## src/rtl/arith_pkg.sv

```systemverilog
// rtl/arith_pkg.sv - opcode constants and sequencer state encoding shared by the arithmetic blocks
package arith_pkg;

  localparam logic [1:0] OP_ADD = 2'b00;
  localparam logic [1:0] OP_SUB = 2'b01;
  localparam logic [1:0] OP_INC = 2'b10;
  localparam logic [1:0] OP_MUL = 2'b11;

  typedef enum logic [1:0] {
    ST_IDLE = 2'b00,
    ST_EXEC = 2'b01,
    ST_MUL  = 2'b10,
    ST_DONE = 2'b11
  } state_t;

endpackage

```

## src/rtl/fullAdder4b.sv

```systemverilog
// rtl/fullAdder4b.sv - 4-bit ripple-carry adder, the sole arithmetic element of the sequencer
module fullAdder4b (
  input  logic [3:0] a,
  input  logic [3:0] b,
  input  logic       cin,
  output logic [3:0] sum,
  output logic       cout
);

  logic [4:0] carry;

  assign carry[0] = cin;

  for (genvar i = 0; i < 4; i++) begin : g_bit
    assign sum[i]     = a[i] ^ b[i] ^ carry[i];
    assign carry[i+1] = (a[i] & b[i]) | (carry[i] & (a[i] ^ b[i]));
  end

  assign cout = carry[4];

endmodule

```

## src/rtl/adder_op_sequencer.sv

```systemverilog
// rtl/adder_op_sequencer.sv - one-at-a-time ADD/SUB/INC/MUL sequencer driving a shared fullAdder4b
module adder_op_sequencer
  import arith_pkg::*;
#(
  parameter int WIDTH     = 4,
  parameter int MUL_ITERS = WIDTH
) (
  input  logic               clk,
  input  logic               rst_n,
  input  logic               req_valid,
  output logic               req_ready,
  input  logic [1:0]         req_op,
  input  logic [WIDTH-1:0]   req_a,
  input  logic [WIDTH-1:0]   req_b,
  output logic               res_valid,
  input  logic               res_ready,
  output logic [2*WIDTH-1:0] res_data,
  output logic               res_cout,
  output logic               busy
);

  localparam int CNT_W = $clog2(MUL_ITERS);

  state_t             state, state_nxt;
  logic [1:0]         op_q;
  logic [WIDTH-1:0]   m_q;      // operand A; multiplicand during MUL
  logic [WIDTH-1:0]   q_q;      // operand B; multiplier shift register during MUL
  logic [WIDTH-1:0]   acc_q;
  logic [CNT_W-1:0]   cnt_q;
  logic [2*WIDTH-1:0] res_data_q;
  logic               res_cout_q;

  logic [WIDTH-1:0]   add_a, add_b, add_sum;
  logic               add_cin, add_cout;
  logic [WIDTH-1:0]   acc_nxt, q_nxt;

  fullAdder4b u_adder (
    .a    (add_a),
    .b    (add_b),
    .cin  (add_cin),
    .sum  (add_sum),
    .cout (add_cout)
  );

  always_comb begin
    add_a   = m_q;
    add_b   = '0;
    add_cin = 1'b0;
    case (state)
      ST_EXEC: begin
        case (op_q)
          OP_ADD: add_b = q_q;
          OP_SUB: begin
            add_b   = ~q_q;
            add_cin = 1'b1;
          end
          OP_INC: add_cin = 1'b1;
          default: ;
        endcase
      end
      ST_MUL: begin
        add_a = acc_q;
        add_b = q_q[0] ? m_q : '0;
      end
      default: ;
    endcase
  end

  // {C,A,Q} >> 1 with C taken straight from the adder carry
  assign acc_nxt = {add_cout, add_sum[WIDTH-1:1]};
  assign q_nxt   = {add_sum[0], q_q[WIDTH-1:1]};

  always_comb begin
    state_nxt = state;
    case (state)
      ST_IDLE: if (req_valid) state_nxt = (req_op == OP_MUL) ? ST_MUL : ST_EXEC;
      ST_EXEC: state_nxt = ST_DONE;
      ST_MUL:  if (&cnt_q) state_nxt = ST_DONE;
      ST_DONE: if (res_ready) state_nxt = ST_IDLE;
      default: state_nxt = ST_IDLE;
    endcase
  end

  always_ff @(posedge clk or negedge rst_n) begin
    if (!rst_n) begin
      state      <= ST_IDLE;
      op_q       <= '0;
      m_q        <= '0;
      q_q        <= '0;
      acc_q      <= '0;
      cnt_q      <= '0;
      res_data_q <= '0;
      res_cout_q <= 1'b0;
    end else begin
      state <= state_nxt;
      case (state)
        ST_IDLE: if (req_valid) begin
          op_q  <= req_op;
          m_q   <= req_a;
          q_q   <= req_b;
          acc_q <= '0;
          cnt_q <= '0;
        end
        ST_EXEC: begin
          res_data_q <= {{WIDTH{1'b0}}, add_sum};
          res_cout_q <= add_cout;
        end
        ST_MUL: begin
          acc_q <= acc_nxt;
          q_q   <= q_nxt;
          cnt_q <= cnt_q + CNT_W'(1);
          if (&cnt_q) begin
            res_data_q <= {acc_nxt, q_nxt};
            res_cout_q <= 1'b0;
          end
        end
        default: ;
      endcase
    end
  end

  assign req_ready = (state == ST_IDLE);
  assign res_valid = (state == ST_DONE);
  assign busy      = (state != ST_IDLE);
  assign res_data  = res_data_q;
  assign res_cout  = res_cout_q;

endmodule

```

## config.mk

```make
export PLATFORM = sky130hd
export DESIGN_NAME = adder_op_sequencer
export DESIGN_NICKNAME = d
export VERILOG_FILES = /design/src/rtl/arith_pkg.sv /design/src/rtl/fullAdder4b.sv /design/src/rtl/adder_op_sequencer.sv
export SDC_FILE = /design/constraint.sdc
export NUM_CORES = 1
export LEC_CHECK = 0
export ABC_AREA = 1
export BUFFER_PORTS_ARGS = -buffer_cell sky130_fd_sc_hd__buf_2
export CAP_MARGIN = 20
export CORE_ASPECT_RATIO = 0.7
export CORE_MARGIN = 3
export CORE_UTILIZATION = 40
export CTS_BUF_LIST = sky130_fd_sc_hd__clkbuf_4
export DETAILED_ROUTE_END_ITERATION = 7
export GPL_TIMING_DRIVEN = 0
export PLACE_DENSITY = 0.56
export SLEW_MARGIN = 20
export SYNTH_ARGS = -nofsm -noshare
export SYNTH_HDL_FRONTEND = slang
export SYNTH_SLANG_ARGS = --single-unit
export TNS_END_PERCENT = 100
```

## constraint.sdc

```tcl
create_clock -name clk -period 3.9 [get_ports clk]
set_clock_uncertainty 0.05 [all_clocks]
set_input_delay 0 -clock clk [delete_from_list [all_inputs] [get_ports clk]]
set_output_delay 0 -clock clk [all_outputs]
set_load 0.02 [all_outputs]
```

=== Word level (Yosys, flattened, before mapping) ===
Index checks and enable logic that the tools add are counted.

* Bits in registers: 27
* Input bits: 14
* Output and inout port bits: 12
* Word-level logic and storage cells: 71

* Add/sub/neg operators: 1
* Equality and inequality tests: 9
* Multiplexer cells: 21
* Bitwise gates (word level): 21
* Reduce and logical (&&, ||, !) cells: 11

{| class="wikitable"
|+ Operators by type and width
! cell !! number
|-
| case mux 4 bit (2 select lines) || 4
|-
| 2-to-1 mux 4 bit || 4
|-
| case mux 8 bit (2 select lines) || 1
|-
| 2-to-1 mux 2 bit || 5
|-
| AND 1 bit || 8
|-
| == test 2 bit (second input constant) || 4
|-
| 2-to-1 mux 8 bit || 1
|-
| case mux 2 bit (4 select lines) || 1
|-
| AND reduction 2 bit || 4
|-
| bitwise XOR 1 bit || 8
|-
| nonzero test 2 bit || 3
|-
| == test 2 x 1 -> 1 bit (second input constant) || 2
|-
| logical NOT 2 bit || 2
|-
| inequality test 2 bit (second input constant) || 2
|-
| NOT 4 bit || 1
|-
| bitwise OR 1 bit || 4
|-
| case mux 2 bit (2 select lines) || 1
|-
| 2-to-1 mux 1 bit || 3
|-
| AND reduction 3 bit || 1
|-
| adder 2 x 1 -> 2 bit (second input constant) || 1
|-
| inequality test 2 x 1 -> 1 bit (second input constant) || 1
|-
| case mux 1 bit (2 select lines) || 1
|-
| OR reduction 2 bit || 1
|}

=== Depth between registers and ports, before layout ===
Gate-level depths: netlist of run 1.

* Word-level depth: 14
* Depth in mapped cells: 17
* Depth with buffers taken out: 16

=== Hierarchy ===
Synthesis of run 1 repeated with hierarchy kept, for this count alone.

* Cells, all modules: 213
* Area total of the unflattened synthesis: 1,675.4 µm²

{| class="wikitable"
|+ By module, submodules not included
! module !! times used !! cells each !! area an instance (µm²) !! sequential area each (µm²)
|-
| adder_op_sequencer || 1 || 199 || 1,557.7 || 675.6
|-
| fullAdder4b || 1 || 14 || 117.6 || 0.0
|}

=== Least setup slack after synthesis of run 1 ===
Ideal clock, no wire load.

* Path type: register to register
* Start: register state[0]
* End: register res_data_q[3], in the netlist res_data[3]
* Setup time: 0.077 ns
* Data arrival time: 2.922 ns
* Data required time: 3.773 ns
* Slack: 0.850 ns
* Stages on the path, launching flop included: 17
* Buffers on the path: 2
* Clock period less this slack: 3.050 ns
* Cell sequence: dfrtp_1 > inv_1 > ha_1 > buf_6 > inv_4 > buf_6 > nand2_1 > o21ai_1 > fa_1 > inv_1 > fa_1 > inv_1 > fa_1 > inv_1 > fa_1 > o21a_1 > a21oi_1

* Word-level cells in the longest chain between the ends: 11
* Elaborated cells on any way between the ends: 25
* Classes of those cells: 3 x eq/ne; 5 x mux; 15 x bitwise; 2 x reduce/logical

{| class="wikitable"
|+ RTL lines
! what !! RTL line !! text
|-
| start: declaration || adder_op_sequencer.sv:24 || <nowiki>state_t state, state_nxt;</nowiki>
|-
| start signal: assignment || adder_op_sequencer.sv:95 || <nowiki>state <= state_nxt;</nowiki>
|-
| == test 2 bit or == test 2 x 1 -> 1 bit (tied branches) || adder_op_sequencer.sv:49, adder_op_sequencer.sv:96 ||
|-
| case mux 4 bit (2 select lines) or 2-to-1 mux 4 bit (tied branches) || adder_op_sequencer.sv:49 || <nowiki>case (state)</nowiki>
|-
| bitwise XOR 1 bit || fullAdder4b.sv:15, fullAdder4b.sv:16 ||
|-
| AND 1 bit || fullAdder4b.sv:16 || <nowiki>assign carry[i+1] = (a[i] & b[i]) | (carry[i] & (a[i] ^ b[i]));</nowiki>
|-
| bitwise OR 1 bit || fullAdder4b.sv:16 ||
|-
| AND 1 bit || fullAdder4b.sv:16 ||
|-
| bitwise OR 1 bit || fullAdder4b.sv:16 ||
|-
| AND 1 bit || fullAdder4b.sv:16 ||
|-
| bitwise OR 1 bit || fullAdder4b.sv:16 ||
|-
| bitwise XOR 1 bit || fullAdder4b.sv:15 || <nowiki>assign sum[i] = a[i] ^ b[i] ^ carry[i];</nowiki>
|-
| case mux 8 bit (2 select lines) || adder_op_sequencer.sv:96 || <nowiki>case (state)</nowiki>
|-
| end signal: assignment || adder_op_sequencer.sv:105 || <nowiki>res_data_q <= {{WIDTH{1'b0}}, add_sum};</nowiki>
|-
| end signal: assignment || adder_op_sequencer.sv:113 || <nowiki>res_data_q <= {acc_nxt, q_nxt};</nowiki>
|-
| end: declaration || adder_op_sequencer.sv:30 || <nowiki>logic [2*WIDTH-1:0] res_data_q;</nowiki>
|}

Parallel ways exist; a longest one is shown, timed or not. The select of a mux whose other input is x is not followed.
A chain may end at the register's enable or synchronous reset.

=== Final worst setup path of run 1 ===
Ends and elaborated chain as after synthesis.

==> flow_summary_export.csv, run 1 <==
group,metric,value,unit
timing,final.min_clock_period,3283,ps
synth,most_frequent_cell_after_synthesis,"sky130_fd_sc_hd__nand2_1",
timing,setup_tns_final,0,ps
timing,timing.final.setup_violations,0,
die,boundaryPins,26,
final_layout,layout-area-overhead-vs-synth,23.21,%
critical_path,critical_path_peak_fanout,10,
timing,worst_slew_pin_tran,615.3,ps
timing,slew_violations,0,
placed_design,routabilityCongestion,0.7985,
clock_tree,root_buffer,"sky130_fd_sc_hd__clkbuf_4",
run_status,run_status,"finished, final reports clean",
timing,slew_hr,58.98,%
final_layout,fillers,354,
synth,synth-edff-count,0,
routing,final_wirelength,3.768,mm
final_layout,final_area,2006,sq um
critical_path,timing.critical_path.arrival,3510,ps
pwr,leakage,1.061,nW
grt,grt_remaining_overflow,0,
synth,share_of_the_synthesized_area_in_the_top_cell_type,41.51,%
critical_path,r2r_start,"state[0]",
grt,grtUsageTotal,17.67,%
die,die_height,59.38,um
critical_path,crit_path_start_kind,"register",
final_layout,final-instance-count-excl-fill,299,
pwr,power_density,769.2,nW/um^2
placed_design,number_of_instances_in_the_placed_design,279,
synth,synth-async-reset-ratio,100.0,%
timing,grt_setup_unrepaired,"no",
clock_tree,clock_tree_from_tritoncts,"built",
synth,synthesis.instances,204,
timing,setup_ws,617.2,ps
routing,detail_route.drc_violations,0,
clock_tree,max-clock-path-buffers,2,
die,core_area,3716,sq um
synth,synth-seq-cells,27,
timing,clock.fmax,0.3046,GHz
synth,synth.cell_area,1628,sq um
clock_tree,cts-htree-levels,1,
synth,ys_top_cells_by_area,"sky130_fd_sc_hd__dfrtp_1 (42%), sky130_fd_sc_hd__nand2_1 (17%), sky130_fd_sc_hd__nand3_1 (7.4%)",
job,max_cap_violations,0,
clock_tree,cts.repair.resized,0,
routing,initialDrtViolationCount,43,
synth,synthDominantAreaCellType,"sky130_fd_sc_hd__dfrtp_1",
synth,post_synthesis_sequential_area_ratio,41.51,%
placed_design,place.port_buffers,25,
worst_hold_path,hold_path_class,"in -> reg",
grt,first_global_vias,1384,
synth,synthTopCellsByCount,"sky130_fd_sc_hd__nand2_1 (73), sky130_fd_sc_hd__dfrtp_1 (27), sky130_fd_sc_hd__nand3_1 (24), sky130_fd_sc_hd__inv_1 (20), sky130_fd_sc_hd__o21ai_1 (13)",
critical_path,critPathLaunch,"state[0]",
final_layout,share_of_final_layout_standard_cells_stronger_than_drive_strength_1,19.68,%
clock_tree,cts-buffers-inserted,3,
die,placement_rows,18,
synth,postSynth.topFlopCell,"sky130_fd_sc_hd__dfrtp_1",
placed_design,post-place-ws,636.7,ps
critical_path,worstSetupPathType,"reg -> reg",
synth,synthesis.area_per_instance,7.979,sq um
synth,synth-warning-count,0,
routing,drt_pre_antenna_iters,4,
worst_hold_path,worstHoldStart,"req_valid",
die,fp.dieW,82.25,um
synth,syn_nets,229,
final_layout,design.final.nets,275,
clock_tree,cts.reportedPaths.clkPinSlew,150,ps
clock_tree,clkLatencyLatePin,330,ps
final_layout,antenna_cells,0,
grt,maximum_number_of_pins_on_one_net_before_global_route_repair,28,
placed_design,detailed_place.area,1815,sq um
placed_design,hpwl,2.791,mm
routing,antenna_violating_nets_post_route,0,
die,die_area,4883,sq um
pwr,vdd_ir_drop_max,375.3,uV
grt,antenna_found_initial,0,
grt,grt_pass1_wl,6.444,mm
routing,num_vias,1446,
timing,hold_viol_final,0,
critical_path,crit_required,4130,ps
die,floorplan.initialDensity,43.80,%
critical_path,setup.worst_path.end_class,"register",
clock_tree,clock_sinks,27,
synth,netlist-cell-type-count,19,
routing,detail_route.vias_per_cell,4.836,
routing,post_drt_wl_per_cell,12.60,um
timing,final_min_period_over_clock_period,84.17,%
[path summary, 6_finish.rpt]
check | endpoint | slack [ps] | cells past startpoint
max | res_data[3] | 620 | 16
min | q_q[3] | 80 | 5
max reg2reg | res_data[3] | 620 | 16
min reg2reg | res_data[7] | 470 | 2
max in group asynchronous | res_cout | 3250 | 2
min in group asynchronous | q_q[0] | 140 | 2
[worst max-delay path: stages, from the launching register on]
cell and delay (ps):
sky130_fd_sc_hd__dfrtp_1 440, sky130_fd_sc_hd__inv_1 110, sky130_fd_sc_hd__ha_1 200, sky130_fd_sc_hd__buf_6 170, sky130_fd_sc_hd__inv_4 60, sky130_fd_sc_hd__buf_6 150, sky130_fd_sc_hd__nand2_1 60, sky130_fd_sc_hd__o21ai_1 80
sky130_fd_sc_hd__fa_1 420, sky130_fd_sc_hd__inv_1 70, sky130_fd_sc_hd__fa_1 150, sky130_fd_sc_hd__inv_1 50, sky130_fd_sc_hd__fa_1 350, sky130_fd_sc_hd__inv_1 70, sky130_fd_sc_hd__fa_1 480, sky130_fd_sc_hd__o21a_1 210
sky130_fd_sc_hd__a21oi_1 110
[routing by layer]
metal	track usage, %	vias up	routed length [um]
met1	24.90	678	1859
li1	-	728	-
met2	27.05	34	1647
met5	0	-	0
met4	4.976	0	61
met3	4.255	6	199
[state kept, by name, indices dropped and copies added, names as in the netlist]
signal and cells:
state 2, m_q 4, res_data 8, op_q 2, q_q 4, acc_q 4
cnt_q 2, res_cout 1
[power breakdown]
part	total, mW	switching [mW]	leakage [nW]	internal, mW
sequential	0.468	0.0776	0.344	0.391
combinational	0.942	0.581	0.699	0.361
clock	0.132	0.0853	0.0184	0.0471
total	1.54	0.744	1.06	0.799
[final cells by class]
| cell class | instances | area [sq um] | area share, % |
|---|---|---|---|
| sequential | 27 | 675.6 | 33.69 |
| clock buffer | 4 | 30.03 | 1.497 |
| timing repair buffer | 41 | 285.3 | 14.22 |
| multi-input combinational | 146 | 792.0 | 39.49 |
| inverter | 25 | 98.84 | 4.928 |
| buffer | 6 | 61.31 | 3.057 |
| tap | 50 | 62.56 | 3.119 |
[layout by cell type (no fill, tap or decap), types with 3 or more instances in the layout]
cell type                       instances
sky130_fd_sc_hd__inv_1                 20
sky130_fd_sc_hd__dlygate4sd3_1         16
sky130_fd_sc_hd__buf_2                 26
sky130_fd_sc_hd__a21oi_1                6
sky130_fd_sc_hd__nand2_1               73
sky130_fd_sc_hd__nor2_4                 3
sky130_fd_sc_hd__dfrtp_1               27
sky130_fd_sc_hd__buf_6                  5
sky130_fd_sc_hd__o21ai_1               13
sky130_fd_sc_hd__nand3_1               24
sky130_fd_sc_hd__nand2_2                4
sky130_fd_sc_hd__fa_1                   4
sky130_fd_sc_hd__ha_1                   7
sky130_fd_sc_hd__nor2_1                 5
sky130_fd_sc_hd__inv_2                  3
sky130_fd_sc_hd__clkbuf_4               4
[what timing repair did]
item	CTS	global route
hold buffers	16	0
buffers inserted	0	0
hold endpoints to repair	38	0
[through the flow]
| stage | utilization, % | hold slack (ps) | power (mW) |
|---|---|---|---|
| 6_report | 53.97 | 78.72 | 1.543 |
| 5_1_grt | 53.97 | 94.03 | 1.715 |
| 4_1_cts | 53.97 | 55.27 | 1.552 |
| 3_5_place_dp | 48.86 | 14.72 | 1.394 |
| 3_3_place_gp | 48.86 | 2.921 | 1.382 |
| 2_1_floorplan | - | -345.6 | 1.172 |
[kinds of logic after synthesis]
group                    synth area share, %
adder cells (fa/ha/maj)                10.30
AO/OA/AOI/OAI                          7.379
flip-flops                             41.51
multiplexers                          0.6149
buffers and inverters                  9.838
AND/OR/NAND/NOR                        30.36
(Power assumes the default switching activity.)
==> run 2, diff against run 1 <==
- ABC_AREA: 1 -> 0
- PLACE_DENSITY: 0.56 -> 0.58
- clock period: 3.9 -> 2.9 ns (I/O delays scaled with it)
==> flow_summary_export.csv, run 2 <==
group,metric,value,unit
run_status,run_status,"finished with violations",
run_status,violations,"setup timing",
pwr,vdd_ir_drop_max,555.1,uV
critical_path,timing.reg2reg.worst_path_depth,14,
routing,drt_pre_antenna_iters,4,
timing,timing.final.setup_violations,5,
final_layout,layout.cells.most_common,"sky130_fd_sc_hd__buf_2",
final_layout,number_of_flip_flops_in_the_largest_register,8,
die,floorplan.initialDensity,42.94,%
critical_path,worstSetupPathType,"reg -> reg",
timing,final.min_clock_period,3057,ps
grt,maximum_number_of_pins_on_one_net_before_global_route_repair,28,
die,die_height,61.11,um
critical_path,path_cells,"inv_2 -> ha_4 -> buf_8 -> mux2_4 -> fa_2 -> inv_2 -> fa_2 -> inv_2 -> fa_2 -> inv_2 -> fa_2 -> nand2_1 -> o21ai_1 -> o221ai_1",
final_layout,layout-area-overhead-vs-synth,30.64,%
clock_tree,max-clock-path-buffers,2,
synth,synthDominantAreaCellType,"sky130_fd_sc_hd__dfrtp_1",
clock_tree,clkLatencyLatePin,340,ps
placed_design,detailed_place.area,1978,sq um
grt,grt_pass1_wl,7.044,mm
routing,final_wirelength,4.396,mm
pwr,power_density,1264,nW/um^2
placed_design,place.port_buffers,25,
timing,fin_hold_ws,130.5,ps
synth,syn_nets,188,
final_layout,final_cell_mix,"sky130_fd_sc_hd__buf_2 (28), sky130_fd_sc_hd__dfrtp_1 (26), sky130_fd_sc_hd__buf_4 (14), sky130_fd_sc_hd__mux2_2 (13)",
routing,post_drt_wl_per_cell,16.28,um
final_layout,share_of_final_layout_standard_cells_stronger_than_drive_strength_1,41.01,%
final_layout,fillers,352,
placed_design,routabilityCongestion,0.9222,
critical_path,critical_path_peak_fanout,5,
grt,grtUsageTotal,17.53,%
critical_path,crit_path_start_kind,"register",
die,placement_rows,19,
critical_path,crit_required,3100,ps
clock_tree,cts.reportedPaths.clkPinSlew,160,ps
clock_tree,cts-buffers-inserted,3,
pwr,leakage,0.9933,nW
critical_path,critPathSlowestCell,"sky130_fd_sc_hd__fa_2",
synth,synth-warning-count,0,
grt,grt_remaining_overflow,0,
placed_design,hpwl,3.098,mm
die,core_area,4041,sq um
timing,slew_violations,0,
routing,num_vias,1486,
timing,setup_ws,-157.0,ps
routing,detail_route.drc_violations,0,
clock_tree,root_buffer,"sky130_fd_sc_hd__clkbuf_4",
synth,most_frequent_cell_after_synthesis,"sky130_fd_sc_hd__dfrtp_1",
die,die_area,5178,sq um
routing,initialDrtViolationCount,48,
critical_path,ff2ff_setup_slack,-160,ps
final_layout,final_area,2267,sq um
synth,ys_top_cells_by_area,"sky130_fd_sc_hd__dfrtp_1 (39%), sky130_fd_sc_hd__mux2_2 (9.7%), sky130_fd_sc_hd__mux2i_1 (6.9%)",
critical_path,slowest_delay,490,ps
routing,antenna_violating_nets_post_route,0,
final_layout,design.final.nets,243,
worst_hold_path,hold_path_class,"in -> async",
placed_design,post-place-ws,-378.5,ps
critical_path,timing.critical_path.arrival,3260,ps
synth,synthTopCellsByCount,"sky130_fd_sc_hd__dfrtp_1 (27), sky130_fd_sc_hd__mux2_2 (15), sky130_fd_sc_hd__inv_1 (12), sky130_fd_sc_hd__mux2i_1 (12), sky130_fd_sc_hd__nand2_1 (11)",
synth,share_of_the_synthesized_area_in_the_top_cell_type,38.93,%
pwr,fin_total_pwr,2.866,mW
synth,netlist-cell-type-count,33,
pwr,sw_frac_of_total,45.33,%
synth,synth.cell_area,1735,sq um
pwr,netSwitchingPower,1.299,mW
timing,setup_tns_final,-489.6,ps
synth,postSynth.topFlopCell,"sky130_fd_sc_hd__dfrtp_1",
timing,slew_hr,58.54,%
synth,synth-async-reset-ratio,100.0,%
grt,antenna_found_initial,0,
critical_path,r2r_start,"state[0]",
grt,first_global_vias,1430,
timing,worst_slew_pin_tran,621.9,ps
pwr,p_seq_share,26.0,%
die,fp.dieW,84.73,um
timing,final_min_period_over_clock_period,105.4,%
clock_tree,clock_tree_from_tritoncts,"built",
clock_tree,cts-htree-levels,1,
critical_path,critPathLaunch,"state[0]",
job,max_cap_violations,0,
synth,synth-edff-count,0,
critical_path,setup.worst_path.end_class,"register",
synth,synthesis.area_per_instance,10.65,sq um
pwr,cellInternalPower,1.567,mW
clock_tree,clock_sinks,27,
synth,post_synthesis_sequential_area_ratio,38.93,%
timing,hold_viol_final,0,
synth,synth-seq-cells,27,
timing,grt_setup_unrepaired,"yes",
pwr,power.combinational.fraction,68.0,%
pwr,power.share.clock,6.0,%
routing,detail_route.vias_per_cell,5.504,
synth,synthesis.instances,163,
timing,clock.fmax,0.3271,GHz
die,boundaryPins,26,
## run 2: cell types whose count changed after synthesis, sizes merged, moves of 5 or more
| cell | before | now |
|---|---|---|
| a22o | 0 | 5 |
| inv | 25 | 12 |
| mux2 | 0 | 18 |
| mux2i | 1 | 12 |
| nand2 | 79 | 12 |
| nand3 | 24 | 1 |
| nor2 | 8 | 2 |
| nor2b | 0 | 8 |
| o21ai | 15 | 9 |
| o22ai | 0 | 8 |
## run 2: power by group through the flow
stage                     combinational, mW  sequential, mW  clock, mW
after floorplan                        1.25           0.758          0
after global placement                 1.67           0.740          0
after detailed placement               1.72           0.752          0
after CTS                              1.87           0.739      0.182
after global routing                   2.12           0.768      0.198
final                                  1.95           0.745      0.172
## run 2: path summary, 6_finish.rpt
| check | endpoint |
|---|---|
| setup / recovery | acc_q[2] |
| hold / removal | res_data[1] |
| setup reg to reg | acc_q[2] |
| hold reg to reg | op_q[1] |
| max in group asynchronous | state[1] |
| min in group clk | cnt_q[0] |
## run 2: layer usage
| layer | up-vias | share of wire (%) | global-route usage, % | routed length (um) |
|---|---|---|---|---|
| met5 | - | 0 | 0 | 0 |
| met1 | 739 | 48 | 23.04 | 2128 |
| met3 | 6 | 4.3 | 3.877 | 189 |
| met2 | 40 | 46 | 30.55 | 2037 |
| met4 | 0 | 0.89 | 3.612 | 39 |
| li1 | 701 | - | - | - |
## run 2: kinds of logic (layout without fill, tap and decap cells)
kind of cell / Yosys count / count (layout) / share of synthesized area (%)
simple gates: 31 / 31 / 10.45
mux: 30 / 30 / 18.60
flops: 27 / 27 / 38.93
buf+inv: 21 / 75 / 5.912
fa+ha+maj: 11 / 11 / 9.661
xor+xnor: 1 / 1 / 0.5048
other cells: 0 / 1 / 0
compound gates: 42 / 42 / 15.93
## run 2: stage by stage
step,utilization (%),cells
floorplan,-,163
detailed placement,48.95,240
global route,56.04,269
global placement,48.95,240
CTS,54.92,265
finish,56.10,270
## run 2: area by class of cell
type                       instances  area [sq um]  area share [%]
antenna                            1         2.502          0.1104
timing repair buffer              52         369.1           16.28
sequential                        27         676.9           29.86
inverter                          12         45.04           1.987
buffer                             7         48.80           2.152
clock buffer                       3         22.52          0.9934
clock inverter                     1         7.507          0.3311
multi-input combinational        115          1030           45.42
tap                               52         65.06           2.870
## run 2: worst max-delay path: cells and delay by family (launching register included)
| family | cells | cell delay [ps] |
|---|---|---|
| buffers and inverters | 5 | 360 |
| AOI/OAI and AO/OA | 2 | 200 |
| adders and majority gates | 5 | 1510 |
| muxes | 1 | 310 |
| and+or+nand+nor | 1 | 100 |
| DFF | 1 | 440 |
## run 2: timing repair
item / CTS / global route
resized for setup: 8 / 8
setup endpoints to repair: 8 / 7
endpoints found under the hold margin: 38 / 0
setup buffers: 10 / 5
hold buffers: 12 / 0
pin swaps: 5 / 2
==> run 3, diff against run 2 <==
- PLACE_DENSITY: 0.58 -> 0.61
==> flow_summary_export.csv, run 3 (same netlist as run 2, synthesis figures left out) <==
group,metric,value,unit
worst_hold_path,hold_path_class,"in -> async",
critical_path,setup.worst_path.end_class,"register",
grt,antenna_found_initial,0,
pwr,fin_total_pwr,2.830,mW
pwr,power.combinational.fraction,67.4,%
grt,maximum_number_of_pins_on_one_net_before_global_route_repair,28,
clock_tree,clock_tree_from_tritoncts,"built",
pwr,p_seq_share,26.5,%
grt,grtUsageTotal,17.73,%
run_status,violations,"setup timing",
placed_design,routabilityCongestion,0.8296,
critical_path,crit_required,3130,ps
timing,clock.fmax,0.3216,GHz
routing,final_wirelength,4.344,mm
final_layout,layout-area-overhead-vs-synth,28.62,%
timing,hold_viol_final,0,
routing,antenna_violating_nets_post_route,0,
timing,worst_slew_pin_tran,615.8,ps
die,core_area,4041,sq um
final_layout,final_cell_mix,"sky130_fd_sc_hd__buf_2 (28), sky130_fd_sc_hd__dfrtp_1 (25), sky130_fd_sc_hd__mux2_2 (13)",
critical_path,timing.reg2reg.worst_path_depth,14,
job,max_cap_violations,0,
final_layout,utilization,55.23,%
timing,fin_hold_ws,123.1,ps
die,floorplan.initialDensity,42.94,%
routing,num_vias,1462,
clock_tree,cts-htree-levels,1,
final_layout,final_area,2232,sq um
grt,grt_pass1_wl,7.279,mm
placed_design,number_of_instances_in_the_placed_design,240,
die,die_height,61.11,um
clock_tree,cts-buffers-inserted,3,
pwr,cellInternalPower,1.555,mW
placed_design,detailed_place.area,1978,sq um
pwr,vdd_ir_drop_max,578.0,uV
final_layout,design.final.nets,241,
final_layout,final-instance-count-excl-fill,267,
grt,first_global_vias,1492,
grt,grt_remaining_overflow,0,
critical_path,ff2ff_setup_slack,-210,ps
placed_design,hpwl,3.156,mm
clock_tree,cts.reportedPaths.clkPinSlew,170,ps
die,fp.dieW,84.73,um
run_status,run_status,"finished with violations",
clock_tree,clock_sinks,27,
pwr,sw_frac_of_total,45.06,%
routing,post_drt_wl_per_cell,16.27,um
routing,drt_pre_antenna_iters,4,
timing,setup_tns_final,-801.1,ps
timing,slew_violations,0,
timing,setup_ws,-209.9,ps
critical_path,critical_path_peak_fanout,4,
timing,slew_hr,58.95,%
pwr,power.share.clock,6.1,%
final_layout,layout.cells.most_common,"sky130_fd_sc_hd__buf_2",
critical_path,worstSetupPathType,"reg -> reg",
pwr,power_density,1268,nW/um^2
critical_path,r2r_start,"state[0]",
placed_design,post-place-ws,-414.7,ps
routing,initialDrtViolationCount,103,
die,placement_rows,19,
timing,grt_setup_unrepaired,"yes",
clock_tree,max-clock-path-buffers,2,
pwr,leakage,0.9869,nW
timing,timing.final.setup_violations,5,
critical_path,crit_path_start_kind,"register",
placed_design,place.port_buffers,25,
critical_path,rr_endpoint,"res_data[3]",
routing,detail_route.vias_per_cell,5.476,
critical_path,timing.critical_path.arrival,3340,ps
routing,detail_route.drc_violations,0,
die,die_area,5178,sq um
clock_tree,root_buffer,"sky130_fd_sc_hd__clkbuf_4",
final_layout,antenna_cells,0,
clock_tree,clkLatencyLatePin,350,ps
timing,final_min_period_over_clock_period,107.2,%
die,boundaryPins,26,
final_layout,share_of_final_layout_standard_cells_stronger_than_drive_strength_1,39.53,%
final_layout,number_of_flip_flops_in_the_largest_register,8,
timing,final.min_clock_period,3110,ps
pwr,netSwitchingPower,1.275,mW
-- run 3: power by group through the flow --
| stage | Sequential (mW) | Clock, mW | Combinational [mW] |
|---|---|---|---|
| 6_report | 0.750 | 0.172 | 1.91 |
| 5_1_grt | 0.777 | 0.192 | 2.10 |
| 2_1_floorplan | 0.758 | 0 | 1.25 |
| 3_5_place_dp | 0.758 | 0 | 1.71 |
| 4_1_cts | 0.750 | 0.180 | 1.89 |
| 3_3_place_gp | 0.740 | 0 | 1.66 |
-- run 3: final cells by class --
| class | instances | area, sq um |
|---|---|---|
| fillers | 383 | 1809 |
| multi-input cells | 115 | 1013 |
| flip-flops and latches | 27 | 678.2 |
| repair buffers | 50 | 354.1 |
| well taps | 52 | 65.06 |
| plain buffers | 7 | 48.80 |
| inverters | 12 | 45.04 |
| clock buffers | 3 | 22.52 |
| clock inverters | 1 | 5.005 |
-- run 3: layer usage --
layer	share of wire (%)	routed length (um)	track usage, %	vias up
met5	0	0	0	-
met4	1.3	55	2.709	0
met3	5.1	222	4.011	6
met2	47	2030	30.77	39
met1	47	2036	23.68	726
li1	-	-	-	691
-- run 3: repair_timing --
item / CTS / global route
hold buffers: 12 / 0
buffers inserted: 11 / 2
resized for setup: 13 / 2
pin swaps: 6 / 10
endpoints found under the setup margin: 9 / 8
hold endpoints to repair: 38 / 0
-- run 3: critical path, cell delays in order (launching register included) --
cell	delay, ps
sky130_fd_sc_hd__dfrtp_2	450
sky130_fd_sc_hd__inv_2	90
sky130_fd_sc_hd__ha_4	170
sky130_fd_sc_hd__buf_8	100
sky130_fd_sc_hd__mux2_4	290
sky130_fd_sc_hd__fa_2	340
sky130_fd_sc_hd__inv_2	70
sky130_fd_sc_hd__fa_2	190
sky130_fd_sc_hd__inv_2	40
sky130_fd_sc_hd__fa_2	370
sky130_fd_sc_hd__inv_2	60
sky130_fd_sc_hd__fa_2	480
sky130_fd_sc_hd__nor2b_1	140
sky130_fd_sc_hd__nor3_1	50
sky130_fd_sc_hd__a21oi_1	140
-- run 3: worst max path at each step --
| stage | start | endpoint | slack [ps] | depth (start not counted) |
|---|---|---|---|---|
| 4_1_cts | state[0] | res_data[3] | -200 | 16 |
| 6_report | state[0] | res_data[3] | -210 | 14 |
| 3_3_place_gp | state[0] | acc_q[2] | -330 | 15 |
| 5_1_grt | state[0] | acc_q[2] | -320 | 14 |
| 3_5_place_dp | state[0] | acc_q[2] | -410 | 15 |
| 2_1_floorplan | state[0] | acc_q[2] | -130 | 15 |
